File: config.mk
export PLATFORM = sky130hd
export DESIGN_NAME = inc_arbiter
export DESIGN_NICKNAME = d
export VERILOG_FILES = /design/src/rtl/inc_arbiter_pkg.sv /design/src/rtl/IncC.sv /design/src/rtl/inc_arbiter.sv
export SDC_FILE = /design/constraint.sdc
export NUM_CORES = 1
export LEC_CHECK = 0
export ABC_AREA = 0
export BUFFER_PORTS_ARGS = -buffer_cell sky130_fd_sc_hd__buf_2
export CAP_MARGIN = 20
export CORE_MARGIN = 5
export CORE_UTILIZATION = 42
export CTS_CLUSTER_DIAMETER = 200
export DETAILED_ROUTE_END_ITERATION = 6
export PLACE_DENSITY = 0.76
export SLEW_MARGIN = 10
export SYNTH_ARGS = -nofsm -noshare
export SYNTH_HDL_FRONTEND = slang
export SYNTH_SLANG_ARGS = --single-unit
File: constraint.sdc
create_clock -name clk_i -period 2.1 [get_ports clk_i]
set_input_delay 0.105 -clock clk_i [delete_from_list [all_inputs] [get_ports clk_i]]
set_output_delay 0.105 -clock clk_i [all_outputs]
set_load 0.02 [all_outputs]
File: src/rtl/inc_arbiter_pkg.sv
// Shared types and sizing helpers for the incrementer arbiter.
package inc_arbiter_pkg;

  // Output register occupancy: EMPTY holds no response, FULL holds one.
  typedef enum logic {
    EMPTY = 1'b0,
    FULL  = 1'b1
  } out_state_e;

  // Width of a requester index; a single requester still needs one bit.
  function automatic int idx_width(input int n);
    return (n > 1) ? $clog2(n) : 1;
  endfunction

  localparam int default_nreq = 4;
  localparam int default_idw  = idx_width(default_nreq);

endpackage

File: src/rtl/IncC.sv
// Combinational incrementer: {co_o, z_o} = a_i + ci_i.
// Bit i receives a carry when ci_i is set and all lower operand bits are one,
// so the core of the block is a prefix-AND over a_i. The speed parameter
// selects how that prefix is built: 0 ripple, 1 Brent-Kung, 2 Sklansky.
module IncC #(
  parameter int width = 8,
  parameter int speed = 2
) (
  input  logic [width-1:0] a_i,
  input  logic             ci_i,
  output logic [width-1:0] z_o,
  output logic             co_o
);

  localparam int lg = (width > 1) ? $clog2(width) : 1;

  // p[i] ends up as the AND of a_i[i:0]
  logic [width-1:0] p;

  // Prefix-AND network, shape chosen at elaboration time
  always_comb begin
    // NOTE: blocking assignments here build a chain of combinational stages
    // inside one process; each loop iteration sees the previous stage's value.
    p = a_i;
    if (speed == 0) begin
      for (int i = 1; i < width; i++) begin
        p[i] = p[i] & p[i-1];
      end
    end else if (speed == 1) begin
      // Up-sweep: build power-of-two spans ending at i = k*2^(l+1) - 1
      for (int l = 0; l < lg; l++) begin
        for (int i = (1 << (l + 1)) - 1; i < width; i += (1 << (l + 1))) begin
          p[i] = p[i] & p[i - (1 << l)];
        end
      end
      // Down-sweep: fill the remaining positions from the completed spans
      for (int l = lg - 2; l >= 0; l--) begin
        for (int i = 3 * (1 << l) - 1; i < width; i += (1 << (l + 1))) begin
          p[i] = p[i] & p[i - (1 << l)];
        end
      end
    end else begin
      // At level l every index with bit l set pulls in the span just below
      // its aligned 2^l block; that source index has bit l clear, so the
      // in-place update never reads a value already changed at this level.
      for (int l = 0; l < lg; l++) begin
        for (int i = 1; i < width; i++) begin
          if (((i >> l) & 1) == 1) begin
            p[i] = p[i] & p[((i >> l) << l) - 1];
          end
        end
      end
    end
  end

  // Sum bits and carry-out from the prefix terms
  always_comb begin
    z_o    = '0;
    z_o[0] = a_i[0] ^ ci_i;
    for (int i = 1; i < width; i++) begin
      z_o[i] = a_i[i] ^ (ci_i & p[i-1]);
    end
    co_o = ci_i & p[width-1];
  end

endmodule

File: src/rtl/inc_arbiter.sv
// Round-robin arbiter in front of one shared incrementer. One request is
// accepted per cycle when the single-entry output register can take it; the
// result is registered and presented with a valid/ready handshake.
module inc_arbiter
  import inc_arbiter_pkg::*;
#(
  parameter int width = 8,
  parameter int speed = 2,
  parameter int nreq  = 4
) (
  input  logic                         clk_i,
  input  logic                         rst_ni,
  input  logic [nreq-1:0]              req_valid_i,
  output logic [nreq-1:0]              req_ready_o,
  input  logic [nreq*width-1:0]        req_a_i,
  input  logic [nreq-1:0]              req_ci_i,
  output logic                         rsp_valid_o,
  input  logic                         rsp_ready_i,
  output logic [width-1:0]             rsp_z_o,
  output logic                         rsp_co_o,
  output logic [idx_width(nreq)-1:0]   rsp_id_o
);

  localparam int idw = idx_width(nreq);

  out_state_e       state_q, state_d;
  logic [idw-1:0]   ptr_q;
  logic [width-1:0] z_q;
  logic             co_q;
  logic [idw-1:0]   id_q;

  logic             slot_open;
  logic             gnt_found;
  logic [idw-1:0]   gnt_idx;
  logic             accept;
  logic [width-1:0] sel_a;
  logic             sel_ci;
  logic [width-1:0] inc_z;
  logic             inc_co;

  // The slot can take a new result if it is empty or being drained this cycle
  assign slot_open = (state_q == EMPTY) || rsp_ready_i;

  // Round-robin search: first valid requester at or after ptr_q, wrapping
  always_comb begin
    int idx;
    gnt_found = 1'b0;
    gnt_idx   = '0;
    for (int k = 0; k < nreq; k++) begin
      idx = int'(ptr_q) + k;
      if (idx >= nreq) idx = idx - nreq;
      if (!gnt_found && req_valid_i[idx]) begin
        gnt_found = 1'b1;
        gnt_idx   = idw'(idx);
      end
    end
  end

  // Reset is folded in so no requester sees a ready while the block is held
  assign accept = rst_ni && slot_open && gnt_found;

  // One-hot ready for the winner only
  always_comb begin
    req_ready_o = '0;
    if (accept) req_ready_o[gnt_idx] = 1'b1;
  end

  // Steer the winner's operand into the shared incrementer
  always_comb begin
    sel_a  = req_a_i[int'(gnt_idx)*width +: width];
    sel_ci = req_ci_i[gnt_idx];
  end

  IncC #(
    .width (width),
    .speed (speed)
  ) u_inc (
    .a_i  (sel_a),
    .ci_i (sel_ci),
    .z_o  (inc_z),
    .co_o (inc_co)
  );

  // Output occupancy: fill on accept, empty on drain without a refill
  always_comb begin
    state_d = state_q;
    unique case (state_q)
      EMPTY:   if (accept) state_d = FULL;
      FULL:    if (!accept && rsp_ready_i) state_d = EMPTY;
      default: state_d = EMPTY;
    endcase
  end

  // State, pointer and response registers; data only loads on accept so a
  // stalled response stays stable
  always_ff @(posedge clk_i or negedge rst_ni) begin
    // NOTE: every flop here is a real control/data register (no memory
    // arrays), so all of them are cleared by the asynchronous reset.
    if (!rst_ni) begin
      state_q <= EMPTY;
      ptr_q   <= '0;
      z_q     <= '0;
      co_q    <= 1'b0;
      id_q    <= '0;
    end else begin
      state_q <= state_d;
      if (accept) begin
        z_q   <= inc_z;
        co_q  <= inc_co;
        id_q  <= gnt_idx;
        ptr_q <= (gnt_idx == idw'(nreq - 1)) ? '0 : gnt_idx + idw'(1);
      end
    end
  end

  assign rsp_valid_o = (state_q == FULL);
  assign rsp_z_o     = z_q;
  assign rsp_co_o    = co_q;
  assign rsp_id_o    = id_q;

endmodule

==> impl_metrics.env, run 1 <==
export IMPL_drtIter0Drc=63
export IMPL_drtAntennaViolNets=0
export IMPL_synth_cell_area_sq_um=1276
export IMPL_worst_slack_ns=-0.1862
export IMPL_ir_drop_mv=0.7210
export IMPL_rrSetupSlack_ns=-0.19
export IMPL_startpoint_type="register"
export IMPL_r2r_end="rsp_z_o[4]$_DFFE_PN0P_"
export IMPL_wl_per_cell_microns=14.75
export IMPL_die_w_microns=65.13
export IMPL_synthArstFlopShare_pct=100.0
export IMPL_dpl_cell_count=254
export IMPL_max_slew_margin_pct=51.42
export IMPL_final_cell_mix="55 x buf_2, 25 x buf_4, 15 x nand3_1"
export IMPL_met3_usage_pct=3.590
export IMPL_antenna_cells=0
export IMPL_antenna_found_initial=0
export IMPL_synth_top_cell_by_area="dfrtp_1"
export IMPL_synth_cell_type_count=40
export IMPL_h_tree_depth=1
export IMPL_path_class="reg -> reg"
export IMPL_clkPwrFrac_pct=8.8
export IMPL_fin_crit_sh_pct=108.9
export IMPL_met2_usage_pct=32.95
export IMPL_regArea_sq_um=351.6
export IMPL_combPwrFrac_pct=70.6
export IMPL_cts_path_max_buffers=2
export IMPL_finalMaxSlewViolations=0
export IMPL_fin_hold_ws_ns=0.03068
export IMPL_endpoint_kind="register"
export IMPL_post_place_ws_ns=-0.1701
export IMPL_rr_worst_depth=10
export IMPL_leakage_uw=0.0009373
export IMPL_cts_buffers_inserted=3
export IMPL_met1_usage_pct=21.33
export IMPL_critPathRequiredTime_ns=2.27
export IMPL_hp_class="in -> reg"
export IMPL_ios=59
export IMPL_core_area_sq_um=2978
export IMPL_multi_input_area_sq_um=953.4
export IMPL_clock_sinks=14
export IMPL_place_area_sq_um=1774
export IMPL_area_growth_pct=54.12
export IMPL_crit_fanout=5
export IMPL_clock_tree_root_cell="clkbuf_4"
export IMPL_die_y_microns=65.13
export IMPL_power_density_nw_per_um2=1136
export IMPL_tightestPinTransition_ns=0.7193
export IMPL_finalCriticalPeriod_ns=2.286
export IMPL_fin_skew_ns=0.008222
export IMPL_grt_pass1_wl_microns=5899
export IMPL_fillers=262
export IMPL_syn_inst=147
export IMPL_synth_seq_area_share_pct=27.45
export IMPL_final_net_count=280
export IMPL_p_sw_uw=1011
export IMPL_finalHoldViolations=0
export IMPL_timing_critical_path_arrival_ns=2.45
export IMPL_synth_edf_count=0
export IMPL_wirelength_microns=3894
export IMPL_vias=1375
export IMPL_route_detailed_drc=0
export IMPL_layout_commonest_cell="buf_2"
export IMPL_ys_ff_latch=14
export IMPL_top_usage_layer="met2"
export IMPL_setup_viol=12
export IMPL_timing_critical_path_to="rsp_z_o[4]$_DFFE_PN0P_"
export IMPL_overflow=0
export IMPL_dr_pass1_iters=4
export IMPL_final_cells=264
export IMPL_cts_tree="built"
export IMPL_grt_max_degree=26
export IMPL_grt_pass1_vias=1362
export IMPL_yosysWarnings=0
export IMPL_clk_latency_ns=0.28
export IMPL_synth_area_leaders="dfrtp_1 27%, nand3_1 8.2%, mux2_2 7.1%"
export IMPL_synth_avg_cell_area_sq_um=8.682
export IMPL_gp_congestion=0.8983
export IMPL_drive_above_1_share_pct=55.84
export IMPL_switching_share_pct=45.24
export IMPL_syn_num_nets=195
export IMPL_cap_viol_max_count=0
export IMPL_viasPerCell=5.208
export IMPL_violations="negative setup slack"
export IMPL_stdcell_area_sq_um=1967
export IMPL_startpoint="ptr_q[0]$_DFFE_PN0P_"
export IMPL_io_buffers=58
export IMPL_initial_core_util_pct=42.86
export IMPL_rows=20
export IMPL_synth_top_area_share_pct=27.45
export IMPL_intPower_uw=1224
export IMPL_place_hpwl_microns=2999
export IMPL_status="complete, but fails checks"
export IMPL_ys_flop_type="dfrtp_1"
export IMPL_rr_startpoint="ptr_q[0]$_DFFE_PN0P_"
export IMPL_grt_usage_pct=17.83
export IMPL_sequentialPowerShare_pct=20.7
export IMPL_clk_pin_slew_ns=0.09
export IMPL_rsz0062_at_grt="yes"
export IMPL_max_freq_mhz=437.4
export IMPL_dieArea_sq_um=4241
## power by group through the flow
| stage | logic, uW | registers (uW) | clock network [uW] |
|---|---|---|---|
| global route | 1710 | 484 | 212 |
| global placement | 1410 | 460 | 0 |
| finish | 1580 | 462 | 196 |
| detailed placement | 1420 | 468 | 0 |
| floorplan | 826 | 583 | 0 |
| CTS | 1490 | 463 | 203 |
## routing by layer
layer / wire length (microns) / vias up / part of all wire [%]
met5: 0 / - / 0
met4: 88 / 0 / 2.3
met3: 117 / 8 / 3.0
met2: 2079 / 31 / 53
met1: 1608 / 642 / 41
li1: - / 694 / -
## final cells by class
class / count / area share [%]
multi-input cells: 118 / 48.47
repair buffers: 87 / 27.93
flip-flops and latches: 14 / 17.88
well taps: 33 / 2.099
clock buffers: 4 / 1.845
inverters: 8 / 1.781
## through the flow
stage                     power (uW)  TNS (ns)  utilization, %
after floorplan                 1409  -0.03894               -
after global placement          1869   -0.2922           59.58
after detailed placement        1892   -0.6334           59.58
after CTS                       2156   -0.7298           63.19
after global routing            2408    -2.725           66.05
final                           2235    -1.099           66.05
## Yosys cell counts, drive strengths merged, types with 4 or more instances
master	number
ha	5
and2	6
o21ai	13
nand2	11
mux2	8
nor2	8
inv	8
dfrtp	14
xnor2	5
and3	4
nand3	22
a21oi	7
clkbuf	4
a211oi	6
## critical path, stage by stage (launching register included)
cell and delay [ns]:
dfrtp_1 0.39, nor2b_2 0.07, a21o_1 0.18, a211oi_4 0.38
buf_4 0.22, a211oi_2 0.04, a31o_4 0.22, buf_4 0.14
nor3_1 0.18, xnor2_1 0.09, mux2_2 0.26
## registers in the layout, summed over array words and instances, names as in the netlist
signal / count
rsp_valid_o: 1
rsp_id_o: 2
rsp_co_o: 1
ptr_q: 2
rsp_z_o: 8
## kinds of logic after synthesis
family          share of synthesized area, %
xor+xnor                               4.118
buf+inv                                8.137
fa+ha+maj                              4.902
flops                                  27.45
simple gates                           30.69
mux                                    7.059
compound gates                         17.65
## worst min-delay path by stage
stage	startpoint	endpoint	depth (start not counted)	slack [ns]
6_report	rsp_ready_i	rsp_valid_o$_DFF_PN0_	2	0.03
5_1_grt	rsp_ready_i	rsp_valid_o$_DFF_PN0_	2	0.04
4_1_cts	rsp_ready_i	rsp_valid_o$_DFF_PN0_	2	0.03
3_5_place_dp	rst_ni	rsp_valid_o$_DFF_PN0_	2	0.08
3_3_place_gp	rst_ni	rsp_valid_o$_DFF_PN0_	2	0.07
2_1_floorplan	rst_ni	ptr_q[0]$_DFFE_PN0P_	0	-0.19
## what timing repair did
action                     CTS  global route
hold endpoints to repair    14             0
hold buffers                 1             0
setup endpoints to repair   10            13
gates resized for setup     10            16
setup buffers                2             4
pin swaps                   11             6
No activity file was read; power rests on OpenSTA's default activity.
==> run 2: changes to the inputs <==
--- a/config.mk
+++ b/config.mk
@@ -9,11 +9,14 @@
 export BUFFER_PORTS_ARGS = -buffer_cell sky130_fd_sc_hd__buf_2
 export CAP_MARGIN = 20
 export CORE_MARGIN = 5
-export CORE_UTILIZATION = 42
+export CORE_UTILIZATION = 43
 export CTS_CLUSTER_DIAMETER = 200
+export CTS_CLUSTER_SIZE = 20
 export DETAILED_ROUTE_END_ITERATION = 6
 export PLACE_DENSITY = 0.76
+export SETUP_SLACK_MARGIN = 0.3
 export SLEW_MARGIN = 10
 export SYNTH_ARGS = -nofsm -noshare
 export SYNTH_HDL_FRONTEND = slang
+export SYNTH_HIERARCHICAL = 1
 export SYNTH_SLANG_ARGS = --single-unit
==> run 2 against run 1 <==
Net effect: critical endpoint is now rsp_z_o[7]$_DFFE_PN0P_; routed wire length up 63%; the flow still finishes with violations (negative setup slack); total power up 42%; clock skew down 0.0025 ns; sequential cell count unchanged; register-to-register slack worse by 0.21 ns; synthesized cell count up 7.5%; non-clock buffer count up 18.
==> impl_metrics.env, run 2 <==
export IMPL_syn_num_nets=203
export IMPL_synthTopCellsByCount="20 x nand3_1, 14 x dfrtp_1, 13 x nand2_1, 10 x nor3b_1"
export IMPL_endpoint_kind="register"
export IMPL_finalHoldViolations=0
export IMPL_rrSetupSlack_ns=-0.40
export IMPL_grt_max_degree=20
export IMPL_dr_pass1_iters=4
export IMPL_final_cells=298
export IMPL_leakage_uw=0.001084
export IMPL_area_growth_pct=75.48
export IMPL_worstHoldStart="rsp_ready_i"
export IMPL_clkPwrFrac_pct=6.5
export IMPL_grt_pass1_vias=1710
export IMPL_power_density_nw_per_um2=1326
export IMPL_syn_inst=158
export IMPL_intPower_uw=1713
export IMPL_wirelength_microns=6334
export IMPL_synth_top_area_share_pct=25.62
export IMPL_rsz0062_at_grt="yes"
export IMPL_h_tree_depth=1
export IMPL_timing_critical_path_arrival_ns=2.67
export IMPL_ir_drop_mv=0.8260
export IMPL_dpl_cell_count=273
export IMPL_startpoint_type="register"
export IMPL_dieArea_sq_um=4408
export IMPL_synth_edf_count=0
export IMPL_io_buffers=58
export IMPL_cts_tree="built"
export IMPL_setup_viol=13
export IMPL_finalMaxSlewViolations=0
export IMPL_crit_fanout=9
export IMPL_grt_pass1_wl_microns=7955
export IMPL_synth_cell_area_sq_um=1368
export IMPL_cts_path_max_buffers=2
export IMPL_holdPathEnd="rsp_valid_o$_DFF_PN0_"
export IMPL_switching_share_pct=46.17
export IMPL_fin_crit_sh_pct=118.9
export IMPL_post_route_util_pct=78.61
export IMPL_antenna_found_initial=0
export IMPL_ios=59
export IMPL_p_sw_uw=1469
export IMPL_die_w_microns=66.40
export IMPL_combPwrFrac_pct=78.5
export IMPL_clk_pin_slew_ns=0.10
export IMPL_stdcell_area_sq_um=2400
export IMPL_critPathRequiredTime_ns=2.27
export IMPL_grt_usage_pct=23.48
export IMPL_post_place_ws_ns=-0.3818
export IMPL_synth_area_leaders="dfrtp_1 26%, mux2_2 7.4%, nand3_1 7.3%"
export IMPL_sequentialPowerShare_pct=15.1
export IMPL_synthArstFlopShare_pct=100.0
export IMPL_wl_per_cell_microns=21.26
export IMPL_final_cell_mix="55 x buf_2, 39 x buf_4, 16 x nand3_1"
export IMPL_route_detailed_drc=0
export IMPL_hold_depth=3
export IMPL_antenna_cells=0
export IMPL_drtIter0Drc=137
export IMPL_clock_tree_root_cell="clkbuf_4"
export IMPL_cap_viol_max_count=0
export IMPL_max_slew_margin_pct=54.65
export IMPL_cts_buffers_inserted=3
export IMPL_clk_latency_ns=0.28
export IMPL_drtAntennaViolNets=0
export IMPL_synth_seq_area_share_pct=25.62
export IMPL_worst_slack_ns=-0.3963
export IMPL_initial_core_util_pct=44.80
export IMPL_rr_worst_depth=9
export IMPL_max_freq_mhz=400.6
export IMPL_drive_above_1_share_pct=64.17
export IMPL_rr_startpoint="ptr_q[0]$_DFFE_PN0P_"
export IMPL_synth_cell_type_count=34
export IMPL_vias=1859
export IMPL_clock_sinks=14
export IMPL_overflow=0
export IMPL_largest_register_ffs=8
export IMPL_gp_congestion=0.8337
export IMPL_ys_ff_latch=14
export IMPL_synth_avg_cell_area_sq_um=8.655
export IMPL_r2r_end="rsp_z_o[7]$_DFFE_PN0P_"
export IMPL_place_hpwl_microns=3405
export IMPL_synth_top_cell_by_area="dfrtp_1"
export IMPL_ys_flop_type="dfrtp_1"
export IMPL_die_y_microns=66.40
export IMPL_fin_skew_ns=0.005706
export IMPL_hp_class="in -> reg"
export IMPL_rows=20
export IMPL_core_area_sq_um=3053
export IMPL_violations="negative setup slack"
export IMPL_viasPerCell=6.238
export IMPL_finalCriticalPeriod_ns=2.496
export IMPL_yosysWarnings=6
export IMPL_layout_commonest_cell="buf_2"
export IMPL_path_class="reg -> reg"
export IMPL_yosysMostFrequentCell="nand3_1"
export IMPL_place_area_sq_um=1977
export IMPL_status="complete, but fails checks"
export IMPL_final_net_count=300
export IMPL_tightestPinTransition_ns=0.6789
[run 2: cell types whose count changed in the layout (fill, tap and decap cells not counted), moves of 5 or more]
cell / delta
buf_4: +14
o21ai_0: -11
a221oi_1: +5
buf_6: +5
nor3b_1: +7
a21bo_1: +9
a32oi_4: +5
[run 2: how the worst max path moves through the flow]
stage	slack (ns)	startpoint	endpoint
final	-0.40	ptr_q[0]$_DFFE_PN0P_	rsp_z_o[7]$_DFFE_PN0P_
after global routing	-0.47	ptr_q[0]$_DFFE_PN0P_	rsp_z_o[7]$_DFFE_PN0P_
after CTS	-0.26	ptr_q[0]$_DFFE_PN0P_	rsp_z_o[6]$_DFFE_PN0P_
after detailed placement	-0.38	ptr_q[0]$_DFFE_PN0P_	rsp_z_o[7]$_DFFE_PN0P_
after global placement	-0.27	ptr_q[0]$_DFFE_PN0P_	rsp_z_o[7]$_DFFE_PN0P_
after floorplan	-0.19	ptr_q[0]$_DFFE_PN0P_	rsp_z_o[6]$_DFFE_PN0P_
[run 2: metal layers]
layer / GRT usage (%) / vias up / part of all wire [%]
met5: 0 / - / 0
met4: 7.107 / 0 / 4.0
met3: 3.231 / 27 / 9.1
met2: 41.76 / 144 / 49
met1: 28.97 / 878 / 38
li1: - / 810 / -
[run 2: logic make-up after synthesis]
group           share of synthesized area [%]
compound gates                          20.77
xor+xnor                                4.483
fa+ha+maj                               1.830
buf+inv                                 6.588
flops                                   25.62
mux                                     9.058
simple gates                            31.66
[run 2: repair_timing]
item / in CTS / in global routing
resized for setup: 23 / 26
hold endpoints to repair: 14 / 0
buffers inserted: 10 / 7
hold buffers: 1 / 0
setup endpoints to repair: 15 / 15
cloned: 2 / 1
pin swaps: 2 / 12
[run 2: cell type report]
| class | instances | area (sq um) |
|---|---|---|
| Multi-Input combinational cell | 129 | 1257 |
| Timing Repair Buffer | 105 | 690.7 |
| Fill cell | 205 | 653.1 |
| Sequential cell | 14 | 352.8 |
| Clock buffer | 4 | 36.28 |
| Tap cell | 44 | 55.05 |
| Inverter | 2 | 7.507 |
[run 2: power groups by stage]
stage                     Clock [uW]  Sequential (uW)  Combinational (uW)
after detailed placement           0              458                1880
final                            205              480                2500
after floorplan                    0              573                1160
after global placement             0              448                1810
after global routing             222              492                2630
after CTS                        199              458                2120
[run 2: metrics by stage]
stage	TNS (ns)	hold slack, ns	total power [uW]
2_1_floorplan	-1.164	-0.1906	1730
3_3_place_gp	-2.144	0.1079	2259
3_5_place_dp	-2.988	0.1068	2333
4_1_cts	-2.302	0.08030	2776
5_1_grt	-4.142	0.09633	3340
6_report	-3.294	0.06927	3182
[run 2: worst max-delay path, cell delays in order, from the launching register on]
cell and delay (ns):
dfrtp_2 0.44, nor2b_4 0.07, or4b_4 0.59, buf_6 0.18
a21bo_1 0.17, a32oi_2 0.25, inv_1 0.11, nor3_2 0.20
xor2_1 0.10, mux2_4 0.27
==> run 3: changes to the inputs <==
--- a/config.mk
+++ b/config.mk
@@ -13,7 +13,9 @@
 export CTS_CLUSTER_DIAMETER = 200
 export CTS_CLUSTER_SIZE = 20
 export DETAILED_ROUTE_END_ITERATION = 6
+export GPL_TIMING_DRIVEN = 0
 export PLACE_DENSITY = 0.76
+export RECOVER_POWER = 25
 export SETUP_SLACK_MARGIN = 0.3
 export SLEW_MARGIN = 10
 export SYNTH_ARGS = -nofsm -noshare
==> run 3 against run 2 <==
Net effect: design area down 8.2%; hold slack about the same; sequential power down 4%; the flow still finishes with violations (negative setup slack); clock power down 3%; sequential cell count unchanged; combinational power down 14%.
==> impl_metrics.env, run 3 (synthesized netlist as in run 2, its figures left out) <==
export IMPL_rr_worst_depth=10
export IMPL_setup_viol=11
export IMPL_post_place_ws_ns=-0.6289
export IMPL_crit_buf_inv=2
export IMPL_viasPerCell=5.878
export IMPL_final_net_count=280
export IMPL_timing_critical_path_arrival_ns=2.66
export IMPL_switching_share_pct=47.17
export IMPL_tightestPinTransition_ns=0.6571
export IMPL_drive_above_1_share_pct=54.70
export IMPL_ir_drop_mv=0.6877
export IMPL_worst_slack_ns=-0.3871
export IMPL_wl_per_cell_microns=18.14
export IMPL_finalHoldViolations=0
export IMPL_path_class="reg -> reg"
export IMPL_fin_crit_sh_pct=118.4
export IMPL_cap_viol_max_count=0
export IMPL_max_slew_margin_pct=56.05
export IMPL_power_density_nw_per_um2=1279
export IMPL_clk_pin_slew_ns=0.09
export IMPL_largest_register_ffs=8
export IMPL_critical_path_max_stage_delay_ns=0.45
export IMPL_post_route_util_pct=72.17
export IMPL_leakage_uw=0.0009611
export IMPL_wirelength_microns=5044
export IMPL_overflow=0
export IMPL_clock_sinks=14
export IMPL_cts_buffers_inserted=3
export IMPL_grt_pass1_vias=1575
export IMPL_finalMaxSlewViolations=0
export IMPL_dr_pass1_iters=4
export IMPL_die_y_microns=66.40
export IMPL_r2r_end="rsp_z_o[7]$_DFFE_PN0P_"
export IMPL_clkPwrFrac_pct=7.0
export IMPL_gp_congestion=0.7851
export IMPL_grt_max_degree=15
export IMPL_rsz0062_at_grt="yes"
export IMPL_final_cell_mix="52 x buf_2, 19 x nand3_1, 14 x dfrtp_1"
export IMPL_finalCriticalPeriod_ns=2.487
export IMPL_status="complete, but fails checks"
export IMPL_p_sw_uw=1330
export IMPL_path_delay_family="simple AND/OR/NAND/NOR gates"
export IMPL_violations="negative setup slack"
export IMPL_route_detailed_drc=0
export IMPL_vias=1634
export IMPL_h_tree_depth=1
export IMPL_grt_pass1_wl_microns=7300
export IMPL_rows=20
export IMPL_drtIter0Drc=123
export IMPL_hp_class="in -> reg"
export IMPL_initial_core_util_pct=44.80
export IMPL_timing_critical_path_to="rsp_z_o[7]$_DFFE_PN0P_"
export IMPL_startpoint_type="register"
export IMPL_clk_latency_ns=0.28
export IMPL_cts_path_max_buffers=2
export IMPL_place_hpwl_microns=3246
export IMPL_antenna_found_initial=0
export IMPL_total_power_uw=2819
export IMPL_dieArea_sq_um=4408
export IMPL_io_buffers=58
export IMPL_sequentialPowerShare_pct=16.4
export IMPL_die_w_microns=66.40
export IMPL_path_common_cell="clkbuf_4"
export IMPL_core_area_sq_um=3053
export IMPL_critPathRequiredTime_ns=2.28
export IMPL_antenna_cells=0
export IMPL_cp_num_cells=10
export IMPL_intPower_uw=1489
export IMPL_endpoint_kind="register"
export IMPL_grt_usage_pct=21.28
export IMPL_worstPathCellList="clkbuf_4 -> clkbuf_4 -> nand2_1 -> nor4_1 -> a221oi_2 -> a32oi_4 -> nand4_4 -> nor3_4 -> xor2_1 -> mux2_4"
export IMPL_fin_skew_ns=0.001528
export IMPL_combPwrFrac_pct=76.5
export IMPL_cts_tree="built"
export IMPL_layout_commonest_cell="buf_2"
export IMPL_max_freq_mhz=402.1
export IMPL_crit_fanout=10
export IMPL_rr_startpoint="ptr_q[1]$_DFFE_PN0P_"
export IMPL_slowest_stage="dfrtp_1"
export IMPL_rrSetupSlack_ns=-0.39
export IMPL_clock_tree_root_cell="clkbuf_4"
export IMPL_ios=59
export IMPL_startpoint="ptr_q[1]$_DFFE_PN0P_"
export IMPL_area_growth_pct=61.12
export IMPL_drtAntennaViolNets=0
[run 3: cell types whose count changed in the layout (fill, tap and decap cells not counted), moves of 3 or more]
cell	change
clkbuf_4	+4
a221oi_1	-3
buf_2	-3
clkbuf_2	+3
nand3_1	+3
nand3_2	-4
clkbuf_1	+5
buf_4	-28
[run 3: worst min-delay path: cells and delay by family]
kind                   cells  cell delay [ns]
buffers and inverters      1             0.07
AND/OR/NAND/NOR            2             0.15
[run 3: timing repair]
action / 4_1_cts / 5_1_grt
cloned: 1 / 0
endpoints found under the hold margin: 14 / 0
hold buffers: 1 / 0
buffers inserted: 9 / 3
pin swaps: 7 / 7
setup endpoints to repair: 14 / 14
gates resized for setup: 23 / 29
[run 3: layout make-up]
cell class                 instances  area [sq um]
tap                               44         55.05
fill                             234         849.6
sequential                        14         350.3
timing repair buffer              72         430.4
clock buffer                       4         36.28
multi-input combinational        126          1189
inverter                           2         7.507
buffer                            16         135.1
[run 3: worst min path at each step]
stage | endpoint | cells past startpoint | startpoint
6_report | rsp_valid_o$_DFF_PN0_ | 3 | rsp_ready_i
5_1_grt | rsp_valid_o$_DFF_PN0_ | 3 | rsp_ready_i
4_1_cts | rsp_valid_o$_DFF_PN0_ | 3 | rsp_ready_i
3_5_place_dp | rsp_z_o[4]$_DFFE_PN0P_ | 1 | rst_ni
3_3_place_gp | rsp_z_o[4]$_DFFE_PN0P_ | 1 | rst_ni
2_1_floorplan | ptr_q[0]$_DFFE_PN0P_ | 0 | rst_ni
[run 3: power by group through the flow]
| stage | Clock, uW | Combinational [uW] | Sequential, uW |
|---|---|---|---|
| global placement | 0 | 1650 | 455 |
| CTS | 202 | 1920 | 454 |
| detailed placement | 0 | 1670 | 460 |
| global route | 215 | 2290 | 480 |
| finish | 199 | 2160 | 463 |
| floorplan | 0 | 1160 | 573 |
[run 3: metrics by stage]
stage          cells  cell area, sq um  hold slack (ns)  setup TNS (ns)
6_report         278              2203          0.06968          -3.155
5_1_grt          278              2203          0.08642          -4.342
4_1_cts          275              2066          0.06608          -2.764
3_5_place_dp     260              1857          0.02483          -4.742
3_3_place_gp     260              1857          0.02361          -4.201
2_1_floorplan    158              1511          -0.1906          -1.164
[run 3: per-layer routing]
layer / track usage [%] / vias to the layer above / wire (microns)
met5: 0 / - / 0
met4: 5.076 / 0 / 39
met3: 2.381 / 8 / 350
met2: 37.17 / 77 / 2411
met1: 27.74 / 793 / 2243
li1: - / 756 / -
